`config.mk`:
```
export PLATFORM = sky130hd
export DESIGN_NAME = uart_tx
export DESIGN_NICKNAME = d
export VERILOG_FILES = /design/src/rtl/uart_tx.sv
export SDC_FILE = /design/constraint.sdc
export NUM_CORES = 1
export LEC_CHECK = 0
export ABC_CLOCK_PERIOD_IN_PS = 2900
export CAP_MARGIN = 20
export CORE_ASPECT_RATIO = 1.1
export CORE_MARGIN = 8
export CORE_UTILIZATION = 29
export CTS_BUF_LIST = sky130_fd_sc_hd__clkbuf_16
export DETAILED_ROUTE_END_ITERATION = 8
export SYNTH_ARGS = -nofsm -noshare
export SYNTH_HDL_FRONTEND = slang
export SYNTH_SLANG_ARGS = --single-unit
```
`constraint.sdc`:
```
create_clock -name Clk -period 2.9 [get_ports Clk]
set_input_delay 0.29 -clock Clk [delete_from_list [all_inputs] [get_ports Clk]]
set_output_delay 0.29 -clock Clk [all_outputs]
set_load 0.01 [all_outputs]
```
`src/rtl/uart_tx.sv`:
```
// uart_tx: UART transmitter fed by a small circular holding FIFO.
// Frames are start(0), DATA_BITS data bits LSB first, optional parity, stop(1).
// Define UART_TX_PARITY_EN to insert an even-parity bit between data and stop.
module uart_tx #(
    parameter int DATA_BITS    = 8,
    parameter int FIFO_DEPTH   = 4,
    parameter int CLKS_PER_BIT = 16
) (
    input  logic                 Clk,
    input  logic                 Rst,
    input  logic [DATA_BITS-1:0] Tx_Data,
    input  logic                 Data_Load,
    output logic                 Tx,
    output logic                 Tx_Busy,
    output logic                 FIFO_Empty,
    output logic                 FIFO_Full,
    output logic                 FIFO_Overflow
);

    localparam int PTR_W  = (FIFO_DEPTH > 1) ? $clog2(FIFO_DEPTH) : 1;
    localparam int CNT_W  = $clog2(FIFO_DEPTH + 1);
    localparam int BAUD_W = $clog2(CLKS_PER_BIT);
    localparam int BIT_W  = (DATA_BITS > 1) ? $clog2(DATA_BITS) : 1;

    localparam logic [PTR_W-1:0]  PTR_LAST  = PTR_W'(FIFO_DEPTH - 1);
    localparam logic [CNT_W-1:0]  CNT_FULL  = CNT_W'(FIFO_DEPTH);
    localparam logic [BAUD_W-1:0] BAUD_LAST = BAUD_W'(CLKS_PER_BIT - 1);
    localparam logic [BIT_W-1:0]  BIT_LAST  = BIT_W'(DATA_BITS - 1);

`ifdef UART_TX_PARITY_EN
    typedef enum logic [2:0] {IDLE, START, DATA, PARITY, STOP} state_t;
`else
    typedef enum logic [1:0] {IDLE, START, DATA, STOP} state_t;
`endif

    logic [DATA_BITS-1:0] mem [FIFO_DEPTH];
    logic [PTR_W-1:0]     wr_ptr;
    logic [PTR_W-1:0]     rd_ptr;
    logic [CNT_W-1:0]     count;
    logic [DATA_BITS-1:0] head;
    logic                 push;
    logic                 pop;
    logic                 can_pop;

    state_t               state;
    state_t               state_next;
    logic [BAUD_W-1:0]    baud;
    logic [BAUD_W-1:0]    baud_next;
    logic [BIT_W-1:0]     bit_idx;
    logic [BIT_W-1:0]     bit_next;
    logic [DATA_BITS-1:0] shift;
    logic [DATA_BITS-1:0] shift_next;
    logic                 tx_next;
`ifdef UART_TX_PARITY_EN
    logic                 parity_bit;
    logic                 parity_next;
`endif

    // The transmitter only trusts the registered empty flag, so a fresh load
    // into an empty FIFO waits one extra cycle before the frame starts.
    assign head    = mem[rd_ptr];
    assign can_pop = !FIFO_Empty && (count != '0);
    assign push    = Data_Load && ((count != CNT_FULL) || pop);
    assign Tx_Busy = (state != IDLE);

    // Holding FIFO: storage, wrapping pointers, occupancy and status flags.
    always_ff @(posedge Clk or posedge Rst) begin
        if (Rst) begin
            for (int i = 0; i < FIFO_DEPTH; i++) begin
                mem[i] <= '0;
            end
            wr_ptr        <= '0;
            rd_ptr        <= '0;
            count         <= '0;
            FIFO_Empty    <= 1'b1;
            FIFO_Full     <= 1'b0;
            FIFO_Overflow <= 1'b0;
        end else begin
            if (push) begin
                mem[wr_ptr] <= Tx_Data;
                wr_ptr      <= (wr_ptr == PTR_LAST) ? '0 : wr_ptr + 1'b1;
            end
            if (pop) begin
                rd_ptr <= (rd_ptr == PTR_LAST) ? '0 : rd_ptr + 1'b1;
            end
            if (push && !pop) begin
                count <= count + 1'b1;
            end else if (!push && pop) begin
                count <= count - 1'b1;
            end
            FIFO_Empty <= (count == '0);
            FIFO_Full  <= (count == CNT_FULL);
            if (Data_Load && !push) begin
                FIFO_Overflow <= 1'b1;
            end
        end
    end

    // Frame sequencer: next state, baud timing, bit selection and FIFO pops.
    always_comb begin
        state_next  = state;
        baud_next   = baud + 1'b1;
        bit_next    = bit_idx;
        shift_next  = shift;
        tx_next     = Tx;
        pop         = 1'b0;
`ifdef UART_TX_PARITY_EN
        parity_next = parity_bit;
`endif
        unique case (state)
            IDLE: begin
                baud_next = '0;
                tx_next   = 1'b1;
                if (can_pop) begin
                    pop         = 1'b1;
                    shift_next  = head;
                    state_next  = START;
                    tx_next     = 1'b0;
`ifdef UART_TX_PARITY_EN
                    parity_next = ^head;
`endif
                end
            end
            START: begin
                if (baud == BAUD_LAST) begin
                    baud_next  = '0;
                    bit_next   = '0;
                    state_next = DATA;
                    tx_next    = shift[0];
                end
            end
            DATA: begin
                if (baud == BAUD_LAST) begin
                    baud_next = '0;
                    if (bit_idx == BIT_LAST) begin
`ifdef UART_TX_PARITY_EN
                        state_next = PARITY;
                        tx_next    = parity_bit;
`else
                        state_next = STOP;
                        tx_next    = 1'b1;
`endif
                    end else begin
                        bit_next   = bit_idx + 1'b1;
                        shift_next = shift >> 1;
                        tx_next    = shift_next[0];
                    end
                end
            end
`ifdef UART_TX_PARITY_EN
            PARITY: begin
                if (baud == BAUD_LAST) begin
                    baud_next  = '0;
                    state_next = STOP;
                    tx_next    = 1'b1;
                end
            end
`endif
            STOP: begin
                if (baud == BAUD_LAST) begin
                    baud_next = '0;
                    if (can_pop) begin
                        pop         = 1'b1;
                        shift_next  = head;
                        state_next  = START;
                        tx_next     = 1'b0;
`ifdef UART_TX_PARITY_EN
                        parity_next = ^head;
`endif
                    end else begin
                        state_next = IDLE;
                        tx_next    = 1'b1;
                    end
                end
            end
            default: begin
                state_next = IDLE;
                tx_next    = 1'b1;
            end
        endcase
    end

    // Sequencer registers; reset aborts any frame and parks the line high.
    always_ff @(posedge Clk or posedge Rst) begin
        if (Rst) begin
            state      <= IDLE;
            baud       <= '0;
            bit_idx    <= '0;
            shift      <= '0;
            Tx         <= 1'b1;
`ifdef UART_TX_PARITY_EN
            parity_bit <= 1'b0;
`endif
        end else begin
            state      <= state_next;
            baud       <= baud_next;
            bit_idx    <= bit_next;
            shift      <= shift_next;
            Tx         <= tx_next;
`ifdef UART_TX_PARITY_EN
            parity_bit <= parity_next;
`endif
        end
    end

endmodule

```
**Word-level counts from Yosys, hierarchy flattened**

Cells that the tools add are included.

- Flip-flop bits (word level): 60
- Bits of input ports: 11
- Output and inout port bits: 5

- Add/subtract/negate cells: 6
- $lt $le $gt $ge: 3
- Equality and inequality tests: 15
- Mux-type cells: 37
- Bitwise gates (word level): 2
- Reductions and logical operators: 22

Operators by type and width:

| operator | number |
|---|---|
| $mux 8 | 7 |
| $bwmux 32 | 1 |
| $pmux 8 s3 | 1 |
| $bmux 8 s2 | 1 |
| $demux 8 s2 | 1 |
| $mux 3 | 5 |
| $mux 2 | 7 |
| $ne 2x2->1 const B | 6 |
| $eq 2x2->1 const B | 4 |
| $mux 1 | 8 |
| $pmux 2 s4 | 1 |
| $pmux 4 s2 | 1 |
| $reduce_and 4->1 | 2 |
| $add 3x1->3 const B | 2 |
| $eq 3x3->1 const B | 2 |
| $ge 3x3->1 const B | 2 |
| $logic_and 1x1->1 | 6 |
| $not 2->3 | 2 |
| $pmux 3 s2 | 1 |
| $reduce_bool 2->1 | 3 |
| $reduce_bool 3->1 | 2 |
| $reduce_and 5->1 | 1 |
| $add 2x1->2 const B | 2 |
| $add 4x1->4 const B | 1 |
| other kinds (14) | 16 |

**Longest topological paths before layout**

- Depth after elaboration: 11
- Depth in mapped cells: 13

**Worst setup path before layout**

Ideal clock, no wire load.

- Kind: register to register
- Start: register state[0]
- End: register count[2]
- Library setup time: 79 ps
- Arrival: 2724 ps
- Data required time: 2821 ps
- Setup slack: 97 ps
- Cell stages (with the launch flop): 14
- Period minus slack after synthesis: 2803 ps
- Path through: dfrtp_1 > inv_1 > ha_1 > or2_0 > o311a_1 > buf_6 > nand2b_4 > inv_2 > ha_1 > inv_1 > fa_1 > xor2_1 > nor2_1 > xor2_1

- Longest elaborated chain between the ends: 7
- Elaborated cells between the ends (all ways): 11
- Those cells by class: eq/ne: 1; mux: 2; reduce/logical: 8

Ends and longest elaborated chain:

| element | line | RTL |
|---|---|---|
| start, declared | 45 | `state_t state;` |
| start signal, assigned | 195 | `state <= state_next;` |
| $eq 2x2->1 or $logic_not 2->1 (tied branches) | 110 | `unique case (state)` |
| $pmux 1 s2 * | 110 |  |
| $logic_or 1x1->1 * | 63 | `assign push = Data_Load && ((count != CNT_FULL) \|\| pop);` |
| $logic_and 1x1->1 * | 63 |  |
| via push | 41 | `logic push;` |
| $logic_not 1->1 | 88 | `end else if (!push && pop) begin` |
| $logic_and 1x1->1 | 88 |  |
| $reduce_bool 2->1 (no line) | -- |  |
| end signal, assigned | 87 | `count <= count + 1'b1;` |
| end signal, assigned | 89 | `count <= count - 1'b1;` |
| end, declared | 39 | `logic [CNT_W-1:0] count;` |

The timed path passes the listed nets; every way through them passes the cells marked *.
A chain may end at the register's enable or synchronous reset.

**Final worst setup path**

- Start: register state[1]
- End: register count[2]

The elaborated chain is that of the path after synthesis.

==> metrics.cfg <==
[clock_network]
clk_path_buf_depth = 2
cts_tree = built
clock-sinks = 60
clockRootBuffer = clkbuf_16
clkTransAtPathRegs_ns = 0.06
cts_setup_buffers = 0
h-tree-depth = 3
cts_resized = 0
cts_buffers = 9
clk_latency_ns = 0.32
hold_buffers = 0

[floorplanning]
start_util_pct = 30.0
ios = 16
dieWidth_microns = 115
core-area_sq_um = 10400
die_height_microns = 125
rows = 39
dieArea_sq_um = 14400

[placement]
placed_area_sq_um = 3460
portBuffers = 15
dp_hpwl_microns = 3840
place.gp.congestion = 0.766
dp_worst_setup_slack_ns = 0.186

[detailed_routing]
ant_nets = 0
totalWireLength_microns = 5740
drt_pass1_iterations = 4
drc = 0
drtIter0Drc = 115
wl_per_cell_microns = 14.9
num_vias = 1746
avgViaCountPerCell = 4.52

[cells_and_area]
stdcell_area_sq_um = 3740
drive_gt1_share_pct = 35.4
diodes = 0
final_nets = 265
multiInputGateArea_sq_um = 1540
regArea_sq_um = 1500
area_growth_syn_to_layout_pct = 19.6
final.fill_count = 1042

[synth]
ys_ff_latch = 60
yosysSeqAreaShare_pct = 48.1
synth_area_leader_cell = dfrtp_1
ys.warnings.count = 0
synth_top_area_share_pct = 46.4
avgSynthCellArea_sq_um = 14.6
synth_nets = 240
yosys-top-cells-area = dfrtp_1, mux2_4, mux4_2
synth_cell_types = 45
syn_inst = 214
synth_area_sq_um = 3130

[global_route]
met2_usage_pct = 13.5
grt_overflow = 0
grt_pass1_vias = 1968
grt_use_met3_pct = 3.08
grt_most_used_layer = met2
grt.total_usage_pct = 8.89
grt_max_degree = 34
antenna_found_initial = 0
grt_pass1_wl_microns = 10100
met1_usage_pct = 11.4

[run]
maxCapViolCount = 0

[power]
pwr_density_cell_nw_per_um2 = 1250
leakage_uw = 0.00164
ir_drop_v = 0.000572

[sta]
slew_viol_final = 0
finalHoldViolations = 0
worst_pin_slew_ns = 0.707
fin_crit_sh_pct = 93.8
slew_headroom_pct = 52.8
fin_ws_ns = 0.180
period_needed_ns = 2.72
rsz0062_at_grt = false
hold-worst-slack_ns = 0.409
tns_ns = 0
fmax_mhz = 368
skew_ns = 0.00943
setup_viol_count_final = 0

[critical_path]
cp_max_fo = 5
worstPathCellList = inv_1 -> ha_1 -> or2_0 -> o311a_1 -> nand2b_4 -> inv_2 -> ha_1 -> inv_1 -> fa_1 -> xor2_1 -> nor2_1 -> xor2_1
rrSetupSlack_ns = 0.18
r2r_cells = 12
critical_path.max_stage_delay_ns = 0.42
startpoint = state[1]$_DFFE_PP0P_
r2r-start = state[1]$_DFFE_PP0P_
criticalPathCategory = flop to flop
cp.arrival_ns = 2.97
cp_slowest_cell = dfrtp_1
endpoint_kind = flop
startpoint_type = flop
reg2reg_to = count[2]$_DFFE_PP0P_
required_ns = 3.15
cp-endpoint = count[2]$_DFFE_PP0P_

[hold_path]
hp-class = primary input to asynchronous set/reset pin

[outcome]
status = complete, no violations

## Yosys cell counts (all sizes together)
master  instances
nand4           2
a21o            3
dfrtp          58
dfstp           2
buf             4
o21ai           4
xnor2           2
a211oi          1
xor2            2
nand3           2
nand2           6
nor2           11
nor3            4
ha             14
mux2           53
fa              1
nor3b           1
a311oi          1
a41o            1
or3b            1
clkbuf          2
o31a            1
or3             1
o311a           1
nand2b          2
a21bo           2
nor2b           3
inv            12
o31ai           1
a21oi           3
a31oi           2
or2             2
and3            1
mux4            8
## area by class of cell
class	instances	area share (%)
multi-input combinational	136	41.3
sequential	60	40.2
clock buffer	9	6.02
timing repair buffer	20	5.02
tap	143	4.78
clock inverter	6	1.51
inverter	12	1.20
## metrics by stage
stage               power [uW]  instances  util [%]
finish                    4660        386      35.8
floorplan                 3210        214         -
global route              4990        386      35.8
CTS                       4710        386      35.8
detailed placement        3650        371      33.1
global placement          3610        371      33.1
## power breakdown
part	internal, uW	total (uW)	switching (uW)	leakage, uW
Clock	650	1010	361	0.000130
Sequential	1270	1600	335	0.000718
Combinational	1230	2050	820	0.000791
Total	3150	4660	1520	0.00164
## routing by layer
metal  vias to the layer above  part of all wire, %
met1                       907                   48
li1                        813                    -
met3                         6                  3.3
met4                         0                 0.80
met5                         -                    0
met2                        20                   48
## kinds of logic after synthesis
group                    after synthesis  synth area share, %
AO/OA/AOI/OAI                         20                 4.56
XOR/XNOR                               4                 1.12
adder cells (fa/ha/maj)               15                 6.24
buffers and inverters                 18                 2.60
flip-flops                            60                 48.1
multiplexers                          61                 28.9
AND/OR/NAND/NOR                       36                 8.52
## state kept, by name, summed over array words and instances, names as in the netlist
signal / count
mem: 32
shift: 8
baud: 4
bit_idx: 3
count: 3
rd_ptr: 2
state: 2
wr_ptr: 2
FIFO_Empty: 1
FIFO_Full: 1
FIFO_Overflow: 1
Tx: 1
## how the worst min path moves through the flow
stage	startpoint	end	cells after the start
2_1_floorplan	Data_Load	FIFO_Overflow$_DFFE_PP0P_	1
3_3_place_gp	FIFO_Overflow$_DFFE_PP0P_	FIFO_Overflow$_DFFE_PP0P_	1
3_5_place_dp	FIFO_Overflow$_DFFE_PP0P_	FIFO_Overflow$_DFFE_PP0P_	1
4_1_cts	Rst	wr_ptr[0]$_DFFE_PP0P_	2
5_1_grt	Rst	count[0]$_DFFE_PP0P_	2
6_report	Rst	wr_ptr[0]$_DFFE_PP0P_	2
## critical path, delay by kind of cell (launching register included)
family	cells	cell delay, ns
adder cells (fa/ha/maj)	3	0.84
AO/OA/AOI/OAI	1	0.35
XOR/XNOR	2	0.32
AND/OR/NAND/NOR	3	0.50
buffers and inverters	3	0.22
flip-flops	1	0.42
## cells in the final DEF, fill, tap and decap left out, types with 2 or more instances in the layout
| cell | count |
|---|---|
| a21bo_2 | 2 |
| a21o_1 | 3 |
| a21oi_1 | 3 |
| a31oi_1 | 2 |
| buf_4 | 5 |
| clkbuf_16 | 9 |
| clkdlybuf4s50_1 | 15 |
| clkinv_1 | 3 |
| clkinvlp_4 | 2 |
| dfrtp_1 | 58 |
| dfstp_2 | 2 |
| ha_1 | 14 |
| inv_1 | 10 |
| inv_2 | 2 |
| mux2_1 | 6 |
| mux2_2 | 13 |
| mux2_4 | 34 |
| mux4_2 | 8 |
| nand2_1 | 6 |
| nand4_1 | 2 |
| nor2_1 | 7 |
| nor2_8 | 4 |
| nor2b_1 | 3 |
| nor3_1 | 3 |
| o21ai_1 | 3 |
| xnor2_1 | 2 |
| xor2_1 | 2 |
Power figures use the tool's default switching activity.
